`config.mk`:
```
export PLATFORM = sky130hd
export DESIGN_NAME = mem_seq_flat
export DESIGN_NICKNAME = d
export VERILOG_FILES = /design/src/rtl/mem_seq_if.sv /design/src/rtl/mem_seq.sv /design/src/flat_wrapper.sv
export SDC_FILE = /design/constraint.sdc
export NUM_CORES = 1
export LEC_CHECK = 0
export ABC_AREA = 1
export CAP_MARGIN = 10
export CORE_ASPECT_RATIO = 1.75
export CORE_MARGIN = 5
export CORE_UTILIZATION = 61
export CTS_CLUSTER_DIAMETER = 120
export DETAILED_ROUTE_END_ITERATION = 7
export DONT_BUFFER_PORTS = 1
export GPL_ROUTABILITY_DRIVEN = 0
export PLACE_DENSITY_LB_ADDON = 0.1
export SETUP_SLACK_MARGIN = 0.02
export SLEW_MARGIN = 40
export SYNTH_ARGS = -nofsm -noshare
export SYNTH_HDL_FRONTEND = slang
export SYNTH_SLANG_ARGS = --single-unit
```
`constraint.sdc`:
```
create_clock -name clk -period 1.7 [get_ports clk]
set_input_delay 0.51 -clock clk [delete_from_list [all_inputs] [get_ports clk]]
set_output_delay 0.51 -clock clk [all_outputs]
set_load 0.005 [all_outputs]
```
`src/rtl/mem_seq_if.sv`:
```
// Memory-side bus of the mem_seq sequencer: one synchronous single-port RAM.
// The master owns address, write data and the enables; the RAM owns the read data.
interface mem_seq_if #(
  parameter int DW = 8,
  parameter int AW = 6
);
  // Protocol: no handshake. mem_rden and mem_wren are never high together.
  // When mem_rden is high in cycle N, the word at mem_addr appears on mem_rdata
  // in cycle N+1. When mem_wren is high, mem_wdata is written to mem_addr at the clock edge.
  logic [AW-1:0] mem_addr;
  logic [DW-1:0] mem_wdata;
  logic          mem_rden;
  logic          mem_wren;
  logic [DW-1:0] mem_rdata;

  modport master (
    output mem_addr,
    output mem_wdata,
    output mem_rden,
    output mem_wren,
    input  mem_rdata
  );

  modport slave (
    input  mem_addr,
    input  mem_wdata,
    input  mem_rden,
    input  mem_wren,
    output mem_rdata
  );
endinterface

```
`src/rtl/mem_seq.sv`:
```
// Fetch/execute sequencer for two-word instructions (opcode+address, data) on a
// single-port RAM. It executes STORE, LOAD, JUMP and HALT, and keeps an accumulator.
module mem_seq #(
  parameter int          DW       = 8,
  parameter int          AW       = 6,
  parameter int unsigned PC_RESET = 0
) (
  input  logic          clk,
  input  logic          rst,
  input  logic          run,
  output logic          waits,
  output logic          fetcha,
  output logic          fetchb,
  output logic          execa,
  output logic          execb,
  output logic [AW-1:0] pc_out,
  output logic [DW-1:0] ira,
  output logic [DW-1:0] irb,
  output logic [DW-1:0] acc,
  output logic          halted,
  mem_seq_if.master     mem
);

  // The 2-bit opcode sits above the target address in word A.
  if (AW > DW - 2) begin : g_bad_width
    $error("mem_seq: AW must be <= DW-2");
  end

  localparam logic [2:0] S_WAIT = 3'd0;
  localparam logic [2:0] S_FA   = 3'd1;
  localparam logic [2:0] S_FB   = 3'd2;
  localparam logic [2:0] S_EA   = 3'd3;
  localparam logic [2:0] S_EB   = 3'd4;

  localparam logic [1:0] OP_STORE = 2'b00;
  localparam logic [1:0] OP_LOAD  = 2'b01;
  localparam logic [1:0] OP_JUMP  = 2'b10;
  localparam logic [1:0] OP_HALT  = 2'b11;

  logic [2:0]    state;
  logic [AW-1:0] pc;
  logic          run_q;
  logic          start;
  logic [1:0]    opcode;
  logic [AW-1:0] target;

  assign start  = run & ~run_q;
  assign opcode = ira[DW-1:DW-2];
  assign target = ira[AW-1:0];
  assign pc_out = pc;

  always_ff @(posedge clk or negedge rst) begin
    if (!rst) begin
      state  <= S_WAIT;
      pc     <= AW'(PC_RESET);
      ira    <= '0;
      irb    <= '0;
      acc    <= '0;
      halted <= 1'b0;
      run_q  <= 1'b0;
    end else begin
      run_q <= run;
      case (state)
        S_WAIT: begin
          if (start) begin
            state  <= S_FA;
            halted <= 1'b0;
          end
        end
        S_FA: begin
          pc    <= pc + AW'(1);
          state <= S_FB;
        end
        S_FB: begin
          pc    <= pc + AW'(1);
          ira   <= mem.mem_rdata;
          state <= S_EA;
        end
        S_EA: begin
          irb <= mem.mem_rdata;
          if (opcode == OP_JUMP) pc <= target;
          if (opcode == OP_HALT) begin
            halted <= 1'b1;
            state  <= S_WAIT;
          end else begin
            state <= S_EB;
          end
        end
        S_EB: begin
          if (opcode == OP_LOAD) acc <= mem.mem_rdata;
          // A paused program continues straight on while run is held high.
          state <= run ? S_FA : S_WAIT;
        end
        default: state <= S_WAIT;
      endcase
    end
  end

  always_comb begin
    waits  = (state == S_WAIT);
    fetcha = (state == S_FA);
    fetchb = (state == S_FB);
    execa  = (state == S_EA);
    execb  = (state == S_EB);
  end

  // The bus is decoded from state alone, so a reset drops any write at once.
  always_comb begin
    mem.mem_addr  = '0;
    mem.mem_wdata = '0;
    mem.mem_rden  = 1'b0;
    mem.mem_wren  = 1'b0;
    case (state)
      S_FA, S_FB: begin
        mem.mem_addr = pc;
        mem.mem_rden = 1'b1;
      end
      S_EA: begin
        if (opcode == OP_STORE) begin
          mem.mem_addr  = target;
          mem.mem_wdata = mem.mem_rdata;
          mem.mem_wren  = 1'b1;
        end else if (opcode == OP_LOAD) begin
          mem.mem_addr = target;
          mem.mem_rden = 1'b1;
        end
      end
      default: ;
    endcase
  end

endmodule
```
`src/flat_wrapper.sv`:
```
// flat-port wrapper written by rule: the top's interface ports become plain ports
module mem_seq_flat 
#(
  parameter int          DW       = 8,
  parameter int          AW       = 6,
  parameter int unsigned PC_RESET = 0
)
  (clk, rst, run, waits, fetcha, fetchb, execa, execb, pc_out, ira, irb, acc, halted, mem_mem_addr, mem_mem_wdata, mem_mem_rden, mem_mem_wren, mem_mem_rdata);
  mem_seq_if #(.DW(DW), .AW(AW)) mem_i ();
  input  logic clk;
  input  logic rst;
  input  logic run;
  output logic waits;
  output logic fetcha;
  output logic fetchb;
  output logic execa;
  output logic execb;
  output logic [AW-1:0] pc_out;
  output logic [DW-1:0] ira;
  output logic [DW-1:0] irb;
  output logic [DW-1:0] acc;
  output logic halted;
  output wire logic [$bits(mem_i.mem_addr)-1:0] mem_mem_addr;
  output wire logic [$bits(mem_i.mem_wdata)-1:0] mem_mem_wdata;
  output wire logic [$bits(mem_i.mem_rden)-1:0] mem_mem_rden;
  output wire logic [$bits(mem_i.mem_wren)-1:0] mem_mem_wren;
  input wire logic [$bits(mem_i.mem_rdata)-1:0] mem_mem_rdata;
  assign mem_mem_addr = mem_i.mem_addr;
  assign mem_mem_wdata = mem_i.mem_wdata;
  assign mem_mem_rden = mem_i.mem_rden;
  assign mem_mem_wren = mem_i.mem_wren;
  assign mem_i.mem_rdata = mem_mem_rdata;
  mem_seq #(.DW(DW), .AW(AW), .PC_RESET(PC_RESET)) u_core (.clk(clk), .rst(rst), .run(run), .waits(waits), .fetcha(fetcha), .fetchb(fetchb), .execa(execa), .execb(execb), .pc_out(pc_out), .ira(ira), .irb(irb), .acc(acc), .halted(halted), .mem(mem_i));
endmodule
```
==> out/metrics.yaml, run 1 <==
status:
  status: "complete, but fails checks"
  violations: "setup timing"
placement:
  place_inst: 232
  dp_hpwl_um: 2974
  port_buffers: 0
  dp_worst_setup_slack_ns: -0.07464
cts:
  clkSinkCount: 35
  cts_made_buffers: 5
  cts_tree: "done"
  insertion_delay_ns: 0.29
  cts.clk_slew.worst_paths_ns: 0.07
  htreeDepth: 2
  cts_root_buffer: "clkbuf_8"
  cts_buffer_depth: 2
timing:
  fin_ws_ns: -0.2227
  tns_ns: -3.022
  holdWs_ns: 0.04568
  max_freq_ghz: 0.5201
  final_hold_viol_count: 0
  clock_skew_ns: 0.008168
  drv_slew: 0
  post-route-period-util_pct: 113.1
  maxSlewHeadroom_pct: 77.84
  finalSetupViolations: 16
  min_period_ns: 1.923
  tightest_slew_ns: 0.3325
  rsz0062_at_grt: "yes"
finish:
  n_fill_cell: 160
  syn2layout_area_growth_pct: 26.66
  stdcell_count: 248
  multi_input_area_um2: 759.5
  layout_common_cells: "nand2_1, dfrtp_1, o21ai_0"
  drive_gt1_share_pct: 24.32
  final_common_cell: "nand2_1"
  antenna_cells: 0
  register_area_um2: 878.3
  nets: 233
floorplanning:
  num_io_pins: 63
  dieArea_mm2: 0.003835
  die_height_um: 78.26
  initial_core_util_pct: 64.38
  die_w_um: 49.01
  num_rows: 24
  core_area_mm2: 0.002522
critical_path:
  path_cells: "inv_2 > nand2_4 > o21ai_4 > inv_1 > o22ai_2"
  cpPeakStageDelay_ns: 0.42
  worstSetupPathType: "flip-flop to output pin"
  arrival_ns: 1.41
  cp_slowest_cell: "dfrtp_1"
  worst_setup_path_start_kind: "flip-flop"
  worst_setup_path_end_kind: "output pin"
  cp.required_ns: 1.19
  crit_fanout: 4
synthesis:
  synth_xor_area_share_pct: 0.5393
  synthMuxAreaShare_pct: 0
  seq_area_frac_synth_pct: 53.93
  synth-edff-count: 0
  yosys_register_bits: 35
  synth-compound-area-share_pct: 13.25
  synthCells: 204
  synth_nets: 216
  synth_top_area_share_pct: 53.93
  syn_avg_cell_area_um2: 7.961
  synthArstFlopShare_pct: 100.0
  ys_top_cells_by_area: "dfrtp_1, nand2_1, o21ai_0, inv_1, nor2_1"
  synth_cell_type_count: 22
  synth_area_mm2: 0.001624
  synthSimpleGateAreaFrac_pct: 23.34
  synth_top_area_cell: "dfrtp_1"
  synth-main-ff-cell: "dfrtp_1"
  synth_top_family_by_area: "simple AND/OR/NAND/NOR gates"
  synthAdderAreaFrac_pct: 0.7704
  yosysWarnings: 0
grt:
  track_usage_pct: 24.36
  grt_remaining_overflow: 0
  grt_pass1_vias: 1467
  grt_start_max_net_pins: 36
  antenna_found_initial: 0
  grt_pass1_wl_um: 7355
detailed_routing:
  finalWirelength_um: 4372
  vias: 1452
  drt_pass1_iterations: 4
  post_drt_wl_per_cell_um: 17.63
  drtIter0Drc: 34
  antenna_left: 0
  drc_errors: 0
  via_per_inst: 5.855
power_and_ir_drop:
  leakage_nw: 1.025
  max-vdd-ir-drop_uv: 1278
  powerDensity_mw_per_mm2: 2251
job:
  maxCapViolations: 0
hold_path:
  hold_path_class: "primary input to async pin"
-- sequential cells by signal, summed over array words and instances, names as in the netlist --
signal / flops
u_core.irb: 8
u_core.acc: 8
u_core.ira: 8
u_core.state: 3
u_core.run_q: 1
u_core.pc_out: 6
u_core.halted: 1
-- per-stage QoR --
stage          power (W)  cell area, um2  util, %
3_5_place_dp    0.003204            1685    66.82
6_report        0.004630            2057    81.55
2_1_floorplan   0.002666            1624        -
3_3_place_gp    0.003126            1685    66.82
4_1_cts         0.004438            1974    78.27
5_1_grt         0.004991            2057    81.55
-- cells by family after synthesis --
kind of cell	count (synthesis)
flip-flops	35
AND/OR/NAND/NOR	94
buffers and inverters	32
XOR/XNOR	1
adder cells (fa/ha/maj)	1
AO/OA/AOI/OAI	41
-- synthesized netlist by cell type, types with 2 or more instances --
| cell | number |
|---|---|
| o22ai_1 | 4 |
| dfrtp_1 | 35 |
| nand3_1 | 7 |
| o21ai_1 | 2 |
| o21ai_0 | 31 |
| inv_1 | 25 |
| a21oi_1 | 2 |
| nor2_1 | 19 |
| nand2_2 | 2 |
| nand2_1 | 62 |
| clkbuf_1 | 4 |
-- per-layer routing --
layer / track usage, % / routed length [um] / vias up
li1: - / - / 680
met5: 0 / 0 / -
met2: 41.75 / 2288 / 64
met1: 26.18 / 1556 / 692
met3: 7.955 / 364 / 16
met4: 12.67 / 161 / 0
-- critical path, delay by kind of cell, from the launching register on --
kind | cells | cell delay [ns]
DFF | 1 | 0.42
AOI/OAI and AO/OA | 2 | 0.34
and+or+nand+nor | 1 | 0.07
buffers and inverters | 2 | 0.29
-- area by class of cell --
| type | count | share of cell area (%) |
|---|---|---|
| Multi-Input combinational cell | 137 | 36.92 |
| Inverter | 25 | 4.562 |
| Clock buffer | 5 | 3.346 |
| Sequential cell | 35 | 42.70 |
| Timing Repair Buffer | 17 | 7.603 |
| Clock inverter | 3 | 3.285 |
| Tap cell | 26 | 1.582 |
-- power by group --
part           internal, W  total, W  leakage [nW]  switching [W]
Combinational     0.000792   0.00201         0.543        0.00122
Sequential         0.00124   0.00172         0.418       0.000479
Clock             0.000585  0.000900        0.0644       0.000315
-- path summary, 6_finish.rpt --
path                                              from                           end  slack (ns)  cells past startpoint
min                                                rst  u_core.pc_out[0]$_DFFE_PN0P_        0.05                      1
max in group asynchronous                          rst   u_core.state[0]$_DFFE_PN0P_        1.47                      1
max                        u_core.state[2]$_DFFE_PN0P_               mem_mem_addr[0]       -0.22                      5
min in group clk                                   run        u_core.run_q$_DFF_PN0_        0.25                      0
min reg2reg                  u_core.irb[5]$_DFFE_PN0N_     u_core.irb[5]$_DFFE_PN0N_        0.52                      2
max reg2reg                u_core.state[2]$_DFFE_PN0P_  u_core.pc_out[1]$_DFFE_PN0P_        0.10                      8
-- repair_timing --
item                                    CTS  global route
gates resized for setup                  29            17
cloned                                    1             0
endpoints found under the setup margin   18            20
setup buffers                             4             2
hold buffers                              1             0
pin swaps                                 5             6
endpoints found under the hold margin    35             0
Note: power is estimated with default switching activity, not from simulation.
==> run 2: changes to the inputs <==
--- a/config.mk
+++ b/config.mk
@@ -14,7 +14,7 @@
 export DETAILED_ROUTE_END_ITERATION = 7
 export DONT_BUFFER_PORTS = 1
 export GPL_ROUTABILITY_DRIVEN = 0
-export PLACE_DENSITY_LB_ADDON = 0.1
+export PLACE_DENSITY = 0.86
 export SETUP_SLACK_MARGIN = 0.02
 export SLEW_MARGIN = 40
 export SYNTH_ARGS = -nofsm -noshare
==> out/metrics.yaml, run 2 (synthesis results as in run 1) <==
finish:
  nets: 234  # was 233
  register_area_um2: 879.6  # was 878.3 um2
  stdcell_area_mm2: 0.002038  # was 0.002057 mm2
  stdcell_count: 249  # was 248
  final_common_cell: "nand2_1"  # unchanged
  top_regs: "u_core.acc: 8 flops, u_core.ira: 8 flops, u_core.irb: 8 flops"  # unchanged
  n_fill_cell: 153  # was 160
  antenna_cells: 0  # unchanged
  layout_common_cells: "nand2_1, dfrtp_1, o21ai_0"  # unchanged
  drive_gt1_share_pct: 28.25  # was 24.32%
  multi_input_area_um2: 762.0  # was 759.5 um2
  syn2layout_area_growth_pct: 25.50  # was 26.66%
timing:
  min_period_ns: 1.894  # was 1.923 ns
  finalSetupViolations: 18  # was 16
  final_hold_viol_count: 0  # unchanged
  clock_skew_ns: 0.006841  # was 0.008168 ns
  tightest_slew_ns: 0.2855  # was 0.3325 ns
  maxSlewHeadroom_pct: 80.96  # was 77.84%
  holdWs_ns: 0.05404  # was 0.04568 ns
  fin_ws_ns: -0.1935  # was -0.2227 ns
  rsz0062_at_grt: "yes"  # unchanged
  post-route-period-util_pct: 111.4  # was 113.1%
  drv_slew: 0  # unchanged
  max_freq_ghz: 0.5281  # was 0.5201 GHz
grt:
  grt_remaining_overflow: 0  # unchanged
  antenna_found_initial: 0  # unchanged
  grt_start_max_net_pins: 36  # unchanged
  grt_pass1_vias: 1593  # was 1,467
  track_usage_pct: 25.25  # was 24.36%
  grt_pass1_wl_um: 7617  # was 7355 um
detailed_routing:
  finalWirelength_um: 4658  # was 4372 um
  drtIter0Drc: 67  # was 34
  antenna_left: 0  # unchanged
  drt_pass1_iterations: 4  # unchanged
  vias: 1505  # was 1,452
  via_per_inst: 6.044  # was 5.855
  drc_errors: 0  # unchanged
  post_drt_wl_per_cell_um: 18.71  # was 17.63 um
cts:
  cts_tree: "done"  # unchanged
  cts.clk_slew.worst_paths_ns: 0.07  # about the same
  htreeDepth: 2  # unchanged
  cts_made_buffers: 5  # unchanged
  cts_root_buffer: "clkbuf_8"  # unchanged
  cts_buffer_depth: 2  # unchanged
  insertion_delay_ns: 0.28  # was 0.29 ns
  clkSinkCount: 35  # unchanged
critical_path:
  cp.required_ns: 1.19  # about the same
  arrival_ns: 1.38  # was 1.41 ns
  worst_setup_path_end_kind: "output pin"  # unchanged
  worst_setup_path_start_kind: "flip-flop"  # unchanged
  rrSetupSlack_ns: 0.16  # was 0.10 ns
  worst-r2r-cell-count: 8  # unchanged
  crit_fanout: 6  # was 4
  worstSetupPathType: "flip-flop to output pin"  # unchanged
power_and_ir_drop:
  pwr-share-clk_pct: 16.8  # was 19.4%
  max-vdd-ir-drop_uv: 1551  # was 1278 uV
  leakage_nw: 1.015  # was 1.025 nW
  p_switching_w: 0.002043  # was 0.002014 W
  intPower_w: 0.002496  # was 0.002616 W
  p_seq_share_pct: 38.3  # was 37.1%
  combPwrFrac_pct: 44.8  # was 43.5%
  powerDensity_mw_per_mm2: 2227  # was 2251 mW/mm2
  p_sw_share_pct: 45.01  # was 43.50%
placement:
  dpl_cell_area_mm2: 0.001685  # unchanged
  port_buffers: 0  # unchanged
  place_inst: 232  # unchanged
  dp_hpwl_um: 3032  # was 2974 um
status:
  status: "complete, but fails checks"  # unchanged
  violations: "setup timing"  # unchanged
floorplanning:
  die_height_um: 78.26  # unchanged
  num_io_pins: 63  # unchanged
  initial_core_util_pct: 64.38  # unchanged
  die_w_um: 49.01  # unchanged
  num_rows: 24  # unchanged
  dieArea_mm2: 0.003835  # unchanged
  core_area_mm2: 0.002522  # unchanged
hold_path:
  hold_path_class: "primary input to async pin"  # unchanged
job:
  maxCapViolations: 0  # unchanged
[run 2: what timing repair did]
item / CTS / global route
hold buffers: 1 / 0
endpoints found under the hold margin: 35 / 0
endpoints found under the setup margin: 18 / 21
resized for setup: 34 / 17
setup buffers: 3 / 4
cloned: 1 / 0
pin swaps: 4 / 5
[run 2: final timing paths]
check	startpoint	to
worst min-delay path	rst	u_core.pc_out[1]$_DFFE_PN0P_
max in group asynchronous	rst	u_core.ira[7]$_DFFE_PN0P_
worst min register to register	u_core.irb[0]$_DFFE_PN0N_	u_core.irb[0]$_DFFE_PN0N_
worst max register to register	u_core.state[2]$_DFFE_PN0P_	u_core.pc_out[3]$_DFFE_PN0P_
worst max-delay path	u_core.state[2]$_DFFE_PN0P_	mem_mem_addr[3]
min in group clk	run	u_core.run_q$_DFF_PN0_
[run 2: area by class of cell]
class	count	area share, %
Timing Repair Buffer	18	7.489
Inverter	25	4.604
Tap cell	26	1.596
Multi-Input combinational cell	137	37.38
Sequential cell	35	43.16
Clock buffer	6	4.052
Clock inverter	2	1.719
[run 2: power by group through the flow]
stage / logic [W] / registers (W) / clock network [W]
detailed placement: 0.00150 / 0.00171 / 0
floorplan: 0.00112 / 0.00155 / 0
global route: 0.00225 / 0.00180 / 0.000817
finish: 0.00204 / 0.00174 / 0.000764
global placement: 0.00141 / 0.00169 / 0
CTS: 0.00178 / 0.00173 / 0.000768
[run 2: layer usage]
layer	track usage, %	part of all wire, %	routed length, um	vias up
met5	0	0	0	-
met4	18.06	4.5	209	0
met3	6.439	7.8	361	18
met2	42.80	53	2483	88
met1	26.50	34	1603	722
li1	-	-	-	677
[run 2: metrics by stage]
| step | util [%] | setup WS [ns] | setup TNS (ns) | power (W) |
|---|---|---|---|---|
| after floorplan | - | 0.07186 | 0 | 0.002666 |
| after global placement | 66.82 | 0.03667 | 0 | 0.003098 |
| after detailed placement | 66.82 | -0.04642 | -0.04642 | 0.003212 |
| after CTS | 77.48 | -0.1686 | -2.422 | 0.004278 |
| after global routing | 80.80 | -0.2382 | -3.673 | 0.004874 |
| final | 80.80 | -0.1935 | -2.814 | 0.004539 |
[run 2: worst max-delay path: stages, from the launching register on]
cell     delay, ns
dfrtp_1       0.40
buf_6         0.14
nor2_4        0.14
buf_6         0.16
nand2_2       0.07
o22ai_2       0.19
